## src/rtl/my_type_arbiter_pkg.sv

```systemverilog
// Shared types and helpers for the my_type_t channel arbiter.
//
// Contents:
//   my_mode_e   - mode field of a channel word
//   my_type_t   - channel word (mode + subtype)
//   arb_state_e - arbiter FSM state type, with ARB_IDLE / ARB_XFER constants
//   rr_pick     - round-robin winner search over up to MaxReq requesters
package my_type_arbiter_pkg;

  // Widest requester vector that rr_pick can scan.
  localparam int unsigned MaxReq = 16;

  typedef enum logic [1:0] {
    ModeCtrl = 2'd0,
    ModeData = 2'd1,
    ModeCfg  = 2'd2,
    ModeDbg  = 2'd3
  } my_mode_e;

  typedef struct packed {
    my_mode_e   mode;
    logic [5:0] subtype;
  } my_type_t;

  // Encoded as plain constants so the state vector stays a simple logic register.
  typedef logic [0:0] arb_state_e;
  localparam arb_state_e ARB_IDLE = 1'b0;
  localparam arb_state_e ARB_XFER = 1'b1;

  // Returns the first set bit of req scanning upward from last+1 and wrapping at nb_req.
  // When nothing is requesting the result is last; callers qualify with |req.
  function automatic logic [3:0] rr_pick(input logic [MaxReq-1:0] req,
                                         input logic [3:0]        last,
                                         input int unsigned       nb_req);
    logic [4:0] idx;
    rr_pick = last;
    // Walk from the farthest candidate down so the nearest one is written last and wins.
    for (int unsigned k = MaxReq; k >= 1; k--) begin
      if (k <= nb_req) begin
        idx = 5'(last) + 5'(k);
        if (32'(idx) >= nb_req) begin
          idx = idx - 5'(nb_req);
        end
        if (req[idx[3:0]]) begin
          rr_pick = idx[3:0];
        end
      end
    end
  endfunction

endpackage

```

## src/rtl/my_type_arbiter_if.sv

```systemverilog
// Handshake bundle between NB_REQ producers, the arbiter and the single consumer.
//
// Signals:
//   req_valid/req_data/req_last  producer words, one lane per requester
//   req_ready                    per-lane accept (valid && ready transfers a word)
//   out_valid/out_data/out_last  registered output word to the consumer
//   out_src                      requester index that produced out_data
//   out_ready                    consumer back-pressure
// Modports:
//   master - producers and consumer (drives requests and out_ready)
//   slave  - the arbiter
interface my_type_arbiter_if
  import my_type_arbiter_pkg::*;
#(
  parameter int unsigned NB_REQ = 4
);

  localparam int unsigned SRC_W = $clog2(NB_REQ);

  logic     [NB_REQ-1:0] req_valid;
  my_type_t [NB_REQ-1:0] req_data;
  logic     [NB_REQ-1:0] req_last;
  logic     [NB_REQ-1:0] req_ready;

  logic                  out_valid;
  my_type_t              out_data;
  logic                  out_last;
  logic     [SRC_W-1:0]  out_src;
  logic                  out_ready;

  modport master (
    output req_valid, req_data, req_last, out_ready,
    input  req_ready, out_valid, out_data, out_last, out_src
  );

  modport slave (
    input  req_valid, req_data, req_last, out_ready,
    output req_ready, out_valid, out_data, out_last, out_src
  );

endinterface

```

## src/rtl/my_type_arb_rr_pick.sv

```systemverilog
// Combinational round-robin picker.
//
// Ports:
//   req_i   [NB_REQ]  request vector
//   last_i  [SRC_W]   index granted most recently; search starts just above it
//   pick_o  [SRC_W]   winning index (meaningful only when |req_i)
module my_type_arb_rr_pick
  import my_type_arbiter_pkg::*;
#(
  parameter int unsigned NB_REQ = 4,
  localparam int unsigned SRC_W = $clog2(NB_REQ)
) (
  input  logic [NB_REQ-1:0] req_i,
  input  logic [SRC_W-1:0]  last_i,
  output logic [SRC_W-1:0]  pick_o
);

  logic [MaxReq-1:0] req_ext;

  assign req_ext = MaxReq'(req_i);
  assign pick_o  = SRC_W'(rr_pick(req_ext, 4'(last_i), NB_REQ));

endmodule

```

## src/rtl/my_type_arbiter.sv

```systemverilog
// Round-robin arbiter and burst scheduler sharing one my_type_t channel between
// NB_REQ requesters. One requester is granted per burst; its words pass through a
// registered output stage. A burst ends on req_last or after BURST_MAX beats, after
// which one idle cycle is spent re-arbitrating.
//
// Ports:
//   clk               clock
//   rst               asynchronous active-high reset
//   bus_io            my_type_arbiter_if.slave (requester lanes + output channel)
//   busy_o            FSM not idle or an output word is still pending
//   stat_clr_i        clear all grant counters            (MY_TYPE_ARB_STATS_EN only)
//   stat_grant_cnt_o  saturating grants per requester     (MY_TYPE_ARB_STATS_EN only)
//
// Configuration:
//   MY_TYPE_ARB_STATS_EN - when defined, adds the CNT_W parameter, the stat ports and
//                          the per-requester grant counters. Otherwise they are absent.
module my_type_arbiter
  import my_type_arbiter_pkg::*;
#(
  parameter int unsigned NB_REQ    = 4,
  parameter int unsigned BURST_MAX = 8
`ifdef MY_TYPE_ARB_STATS_EN
  ,
  parameter int unsigned CNT_W     = 16
`endif
) (
  input  logic                        clk,
  input  logic                        rst,
  my_type_arbiter_if.slave            bus_io,
  output logic                        busy_o
`ifdef MY_TYPE_ARB_STATS_EN
  ,
  input  logic                        stat_clr_i,
  output logic [NB_REQ-1:0][CNT_W-1:0] stat_grant_cnt_o
`endif
);

  localparam int unsigned SRC_W  = $clog2(NB_REQ);
  localparam int unsigned BEAT_W = (BURST_MAX > 1) ? $clog2(BURST_MAX) : 1;

  arb_state_e        state_q, state_d;
  logic [SRC_W-1:0]  grant_q, grant_d;
  logic [SRC_W-1:0]  last_grant_q, last_grant_d;
  logic [BEAT_W-1:0] beat_cnt_q, beat_cnt_d;

  logic              out_valid_q, out_valid_d;
  my_type_t          out_data_q, out_data_d;
  logic              out_last_q, out_last_d;
  logic [SRC_W-1:0]  out_src_q, out_src_d;

  logic [NB_REQ-1:0] req_ready;
  logic [SRC_W-1:0]  pick;
  logic              arb_start;
  logic              accept;
  logic              burst_end;

  my_type_arb_rr_pick #(
    .NB_REQ (NB_REQ)
  ) u_rr_pick (
    .req_i  (bus_io.req_valid),
    .last_i (last_grant_q),
    .pick_o (pick)
  );

  // Handshake decode. Only the granted lane can be ready, and only when the output
  // register is empty or draining this cycle.
  always_comb begin
    req_ready = '0;
    if (state_q == ARB_XFER) begin
      req_ready[grant_q] = !out_valid_q || bus_io.out_ready;
    end
    arb_start = (state_q == ARB_IDLE) && (|bus_io.req_valid);
    accept    = (state_q == ARB_XFER) && bus_io.req_valid[grant_q] && req_ready[grant_q];
    // Forced cut on the BURST_MAX-th beat; it does not touch out_last.
    burst_end = accept &&
                (bus_io.req_last[grant_q] || (beat_cnt_q == BEAT_W'(BURST_MAX - 1)));
  end

  // FSM next state.
  always_comb begin
    state_d      = state_q;
    grant_d      = grant_q;
    last_grant_d = last_grant_q;
    beat_cnt_d   = beat_cnt_q;
    case (state_q)
      ARB_IDLE: begin
        if (arb_start) begin
          state_d = ARB_XFER;
          grant_d = pick;
        end
      end
      ARB_XFER: begin
        if (burst_end) begin
          state_d      = ARB_IDLE;
          last_grant_d = grant_q;
          beat_cnt_d   = '0;
        end else if (accept) begin
          beat_cnt_d = beat_cnt_q + 1'b1;
        end
      end
      default: begin
        state_d = ARB_IDLE;
      end
    endcase
  end

  // Output register: load on accept, otherwise empty out once the consumer takes it.
  always_comb begin
    out_valid_d = out_valid_q;
    out_data_d  = out_data_q;
    out_last_d  = out_last_q;
    out_src_d   = out_src_q;
    if (accept) begin
      out_valid_d = 1'b1;
      out_data_d  = bus_io.req_data[grant_q];
      out_last_d  = bus_io.req_last[grant_q];
      out_src_d   = grant_q;
    end else if (bus_io.out_ready) begin
      out_valid_d = 1'b0;
    end
  end

  always_ff @(posedge clk or posedge rst) begin
    if (rst) begin
      state_q      <= ARB_IDLE;
      grant_q      <= '0;
      // Starting from the top index makes requester 0 the first winner.
      last_grant_q <= SRC_W'(NB_REQ - 1);
      beat_cnt_q   <= '0;
      out_valid_q  <= 1'b0;
      out_data_q   <= '0;
      out_last_q   <= 1'b0;
      out_src_q    <= '0;
    end else begin
      state_q      <= state_d;
      grant_q      <= grant_d;
      last_grant_q <= last_grant_d;
      beat_cnt_q   <= beat_cnt_d;
      out_valid_q  <= out_valid_d;
      out_data_q   <= out_data_d;
      out_last_q   <= out_last_d;
      out_src_q    <= out_src_d;
    end
  end

  assign bus_io.req_ready = req_ready;
  assign bus_io.out_valid = out_valid_q;
  assign bus_io.out_data  = out_data_q;
  assign bus_io.out_last  = out_last_q;
  assign bus_io.out_src   = out_src_q;
  assign busy_o           = (state_q != ARB_IDLE) || out_valid_q;

`ifdef MY_TYPE_ARB_STATS_EN
  logic [NB_REQ-1:0][CNT_W-1:0] stat_cnt_q, stat_cnt_d;

  // Counts IDLE->XFER grants per winner; saturates, and a clear beats a same-cycle grant.
  always_comb begin
    stat_cnt_d = stat_cnt_q;
    if (stat_clr_i) begin
      stat_cnt_d = '0;
    end else if (arb_start && (stat_cnt_q[pick] != {CNT_W{1'b1}})) begin
      stat_cnt_d[pick] = stat_cnt_q[pick] + CNT_W'(1);
    end
  end

  always_ff @(posedge clk or posedge rst) begin
    if (rst) begin
      stat_cnt_q <= '0;
    end else begin
      stat_cnt_q <= stat_cnt_d;
    end
  end

  assign stat_grant_cnt_o = stat_cnt_q;
`endif

endmodule

```

## src/flat_wrapper.sv

```systemverilog
// flat-port wrapper written by rule: the top's interface ports become plain ports
module my_type_arbiter_flat import my_type_arbiter_pkg::*;
#(
  parameter int unsigned NB_REQ    = 4,
  parameter int unsigned BURST_MAX = 8

)
  (clk, rst, busy_o, bus_io_req_valid, bus_io_req_data, bus_io_req_last, bus_io_out_ready, bus_io_req_ready, bus_io_out_valid, bus_io_out_data, bus_io_out_last, bus_io_out_src);
  my_type_arbiter_if #(.NB_REQ(NB_REQ)) bus_io_i ();
  input  logic clk;
  input  logic rst;
  output logic busy_o;
  input wire logic [$bits(bus_io_i.req_valid)-1:0] bus_io_req_valid;
  input wire logic [$bits(bus_io_i.req_data)-1:0] bus_io_req_data;
  input wire logic [$bits(bus_io_i.req_last)-1:0] bus_io_req_last;
  input wire logic [$bits(bus_io_i.out_ready)-1:0] bus_io_out_ready;
  output wire logic [$bits(bus_io_i.req_ready)-1:0] bus_io_req_ready;
  output wire logic [$bits(bus_io_i.out_valid)-1:0] bus_io_out_valid;
  output wire logic [$bits(bus_io_i.out_data)-1:0] bus_io_out_data;
  output wire logic [$bits(bus_io_i.out_last)-1:0] bus_io_out_last;
  output wire logic [$bits(bus_io_i.out_src)-1:0] bus_io_out_src;
  assign bus_io_i.req_valid = bus_io_req_valid;
  assign bus_io_i.req_data = bus_io_req_data;
  assign bus_io_i.req_last = bus_io_req_last;
  assign bus_io_i.out_ready = bus_io_out_ready;
  assign bus_io_req_ready = bus_io_i.req_ready;
  assign bus_io_out_valid = bus_io_i.out_valid;
  assign bus_io_out_data = bus_io_i.out_data;
  assign bus_io_out_last = bus_io_i.out_last;
  assign bus_io_out_src = bus_io_i.out_src;
  my_type_arbiter #(.NB_REQ(NB_REQ), .BURST_MAX(BURST_MAX)) u_core (.clk(clk), .rst(rst), .bus_io(bus_io_i), .busy_o(busy_o));
endmodule
```

## config.mk

```make
export PLATFORM = sky130hd
export DESIGN_NAME = my_type_arbiter_flat
export DESIGN_NICKNAME = d
export VERILOG_FILES = /design/src/rtl/my_type_arbiter_pkg.sv /design/src/rtl/my_type_arbiter_if.sv /design/src/rtl/my_type_arb_rr_pick.sv /design/src/rtl/my_type_arbiter.sv /design/src/flat_wrapper.sv
export SDC_FILE = /design/constraint.sdc
export NUM_CORES = 1
export LEC_CHECK = 0
export CORE_MARGIN = 2
export CORE_UTILIZATION = 43
export CTS_BUF_LIST = sky130_fd_sc_hd__clkbuf_4 sky130_fd_sc_hd__clkbuf_8
export DETAILED_ROUTE_END_ITERATION = 6
export GPL_ROUTABILITY_DRIVEN = 0
export GPL_TIMING_DRIVEN = 0
export PLACE_DENSITY = 0.93
export SLEW_MARGIN = 20
export SYNTH_ARGS = -nofsm -noshare
export SYNTH_HDL_FRONTEND = slang
export SYNTH_SLANG_ARGS = --single-unit
```

## constraint.sdc

```tcl
create_clock -name clk -period 3.3 [get_ports clk]
set_clock_uncertainty 0.15 [all_clocks]
set_input_delay 0.66 -clock clk [delete_from_list [all_inputs] [get_ports clk]]
set_output_delay 0.66 -clock clk [all_outputs]
set_load 0.005 [all_outputs]
```

==> flow_summary.toml <==
[status]
status = "finished, final reports clean"

[grt]
grt_pass1_vias = 1173
grt_usage = 0.2024
grtUsageMet3 = 0.02381
grt_util_met2 = 0.3820
grt_max_degree = 21
grt_pass1_wl_um = 5423
busiest_layer = "met2"
grt_antenna_before_repair = 0
grt_overflow = 0
gr-usage-met1 = 0.2319

[synthesis]
synthFlopType = "dfrtp_1"
yosys-top-cells-count = "dfrtp_1 (18), mux4_2 (11), mux2_2 (10)"
synth_xor_area_frac = 0
async_flop_share = 1.000
synth.avg_cell_area_um2 = 13.05
synth_area_leaders = "dfrtp_1 (34%), mux4_2 (18%), mux2_2 (8.4%), ha_1 (6.5%), mux2_4 (5.6%)"
netlist.area_leader.share = 0.3352
syn_inst = 103
muxShareOfSynthArea = 0.3389
synth_most_common_cell = "dfrtp_1"
synth_top_family_by_area = "multiplexers"
yosys.area_share.simple = 0.1117
ys_ff_latch = 20
synth_area_mm2 = 0.001344
ys_seq_area_frac = 0.3743
syn_nets = 153
synth.distinct_cells = 35
synth_compound_area_frac = 0.07263
synth-edff-count = 0
yosys_warnings = 0
synthAdderAreaFrac = 0.06518
yosysTopAreaCell = "dfrtp_1"

[timing]
timing.fmax_mhz = 325.2
maxSlewHeadroom = 0.4898
finalSetupViolCount = 0
tns_ns = 0
period_needed_ns = 3.075
worstMarginPinSlew_ns = 0.7645
min_period_over_period = 0.9318
rsz0062_at_grt = "no"
drv_slew = 0
hold_viol_final = 0

[pwr]
power_mw = 1.771
ir_drop_v = 0.0003833
power-per-cell-area_mw_per_mm2 = 873.2
power.leakage_nw = 0.8630

[critical_path]
rr_worst_depth = 7
path_common_cell = "clkbuf_1"
crit_start = "u_core.grant_q[1]"
cp_slowest_cell = "clkdlybuf4s50_1"
path_class = "flop to output port"
startpoint_type = "flop"
crit_path_end_kind = "output port"
r2r_end = "u_core.grant_q[0]"
r2r_start = "u_core.last_grant_q[0]"
cp_data_arrival_time_ns = 2.26
required_ns = 2.49
slowest_delay_ns = 0.52
critPathMaxFanout = 10
crit_chain = "clkbuf_1, clkbuf_1, nand3_1, nor2_1, clkdlybuf4s50_1"
r2r_setup_slack_ns = 0.77

[floorplan]
fp.dieW_um = 59.90
fp-row-count = 20
start_util = 0.4475
pin_count = 60
die_h_um = 59.90
core-area_mm2 = 0.003003
die_area_mm2 = 0.003588

[drt]
wl_um = 3413
vias = 1139
final_antenna_net_count = 0
drtIter0Drc = 46
wire_per_inst_um = 17.15
dr.pass1.iters = 4
drcViolationCount = 0
viasPerCell = 5.724

[worst_hold_path]
whs_path_depth = 1
holdPathEnd = "u_core.bus_io.out_data[5]"
min_from = "u_core.bus_io.out_data[5]"
hold_class = "flop to flop"

[place]
io_buffer_count = 59
dp_hpwl_um = 2685

[layout]
area_growth_pct = 50.93
layout.nets = 217
layout-drive-gt1-share = 0.2349
antenna_cells = 0

[clock_tree]
cts_tree = "built"
cts_made_buffers = 3
cts_resized = 0
cts.sinks = 20
clk_latency_ns = 0.31
root_buffer = "clkbuf_4"
holdBufCountCts = 0
clockBufferDepth = 2
post_cts_buffers = 0
htree_levels = 1
clk_pin_slew_ns = 0.11

[run]
max_cap_viol_count = 0
## placed cells by master, fill, tap and decap left out, drive strengths merged, types with 2 or more instances in the layout
cell type / n
a22o: 2
inv: 4
nand3: 3
mux2: 15
nor3: 3
nor2: 6
clkdlybuf4s50: 59
mux2i: 2
clkbuf: 5
nand2b: 3
or2: 3
or3: 2
dfrtp: 18
mux4: 11
buf: 3
dfstp: 2
ha: 7
nand2: 4
## sequential cells by signal, indices dropped and copies added, names as in the netlist
signal,count
u_core.bus_io.out_data,8
u_core.bus_io.out_valid,1
u_core.bus_io.out_last,1
u_core.state_q,1
u_core.bus_io.out_src,2
u_core.grant_q,2
u_core.beat_cnt_q,3
u_core.last_grant_q,2
## kinds of logic after synthesis
logic type	Yosys count
compound gates	13
fa+ha+maj	7
buf+inv	9
flops	20
mux	28
simple gates	26
## through the flow
stage	instances	area [um^2]	setup slack [ns]	hold slack, ns	utilization
global placement	195	1976	0.4005	0.3264	0.6579
finish	199	2028	0.2251	0.3676	0.6754
global route	199	2028	0.1420	0.3958	0.6754
floorplan	103	1344	1.018	0.3215	-
detailed placement	195	1976	0.3444	0.3416	0.6579
CTS	199	2028	0.2502	0.3683	0.6754
## metal layers
metal	wire, um	up-vias
li1	-	517
met3	183	9
met5	0	-
met1	1329	565
met4	76	0
met2	1822	48
## report_power, final
part	total, mW	internal [mW]	leakage [nW]	switching, mW
registers	0.474	0.379	0.236	0.0951
clock network	0.203	0.123	0.0279	0.0796
logic	1.09	0.652	0.599	0.443
## critical path, delay by kind of cell (launching register included)
kind          cells  cell delay, ns
buf+inv           3            1.29
simple gates      2            0.34
flops             1            0.33
## final cells by class
type	count	area [um^2]
Clock buffer	3	22.52
Multi-Input combinational cell	74	790.8
Clock inverter	1	30.03
Sequential cell	20	503.0
Inverter	4	15.01
Tap cell	33	41.29
Buffer	5	35.03
Timing Repair Buffer	59	590.6
Fill cell	208	974.7
## worst max-delay path by stage
stage | endpoint | slack (ns) | cells after the start
2_1_floorplan | u_core.grant_q[0] | 1.02 | 7
3_3_place_gp | bus_io_req_ready[0] | 0.40 | 5
3_5_place_dp | bus_io_req_ready[1] | 0.34 | 5
4_1_cts | bus_io_req_ready[2] | 0.25 | 5
5_1_grt | bus_io_req_ready[2] | 0.14 | 5
6_report | bus_io_req_ready[2] | 0.23 | 5
No activity file was read; power rests on OpenSTA's default activity.
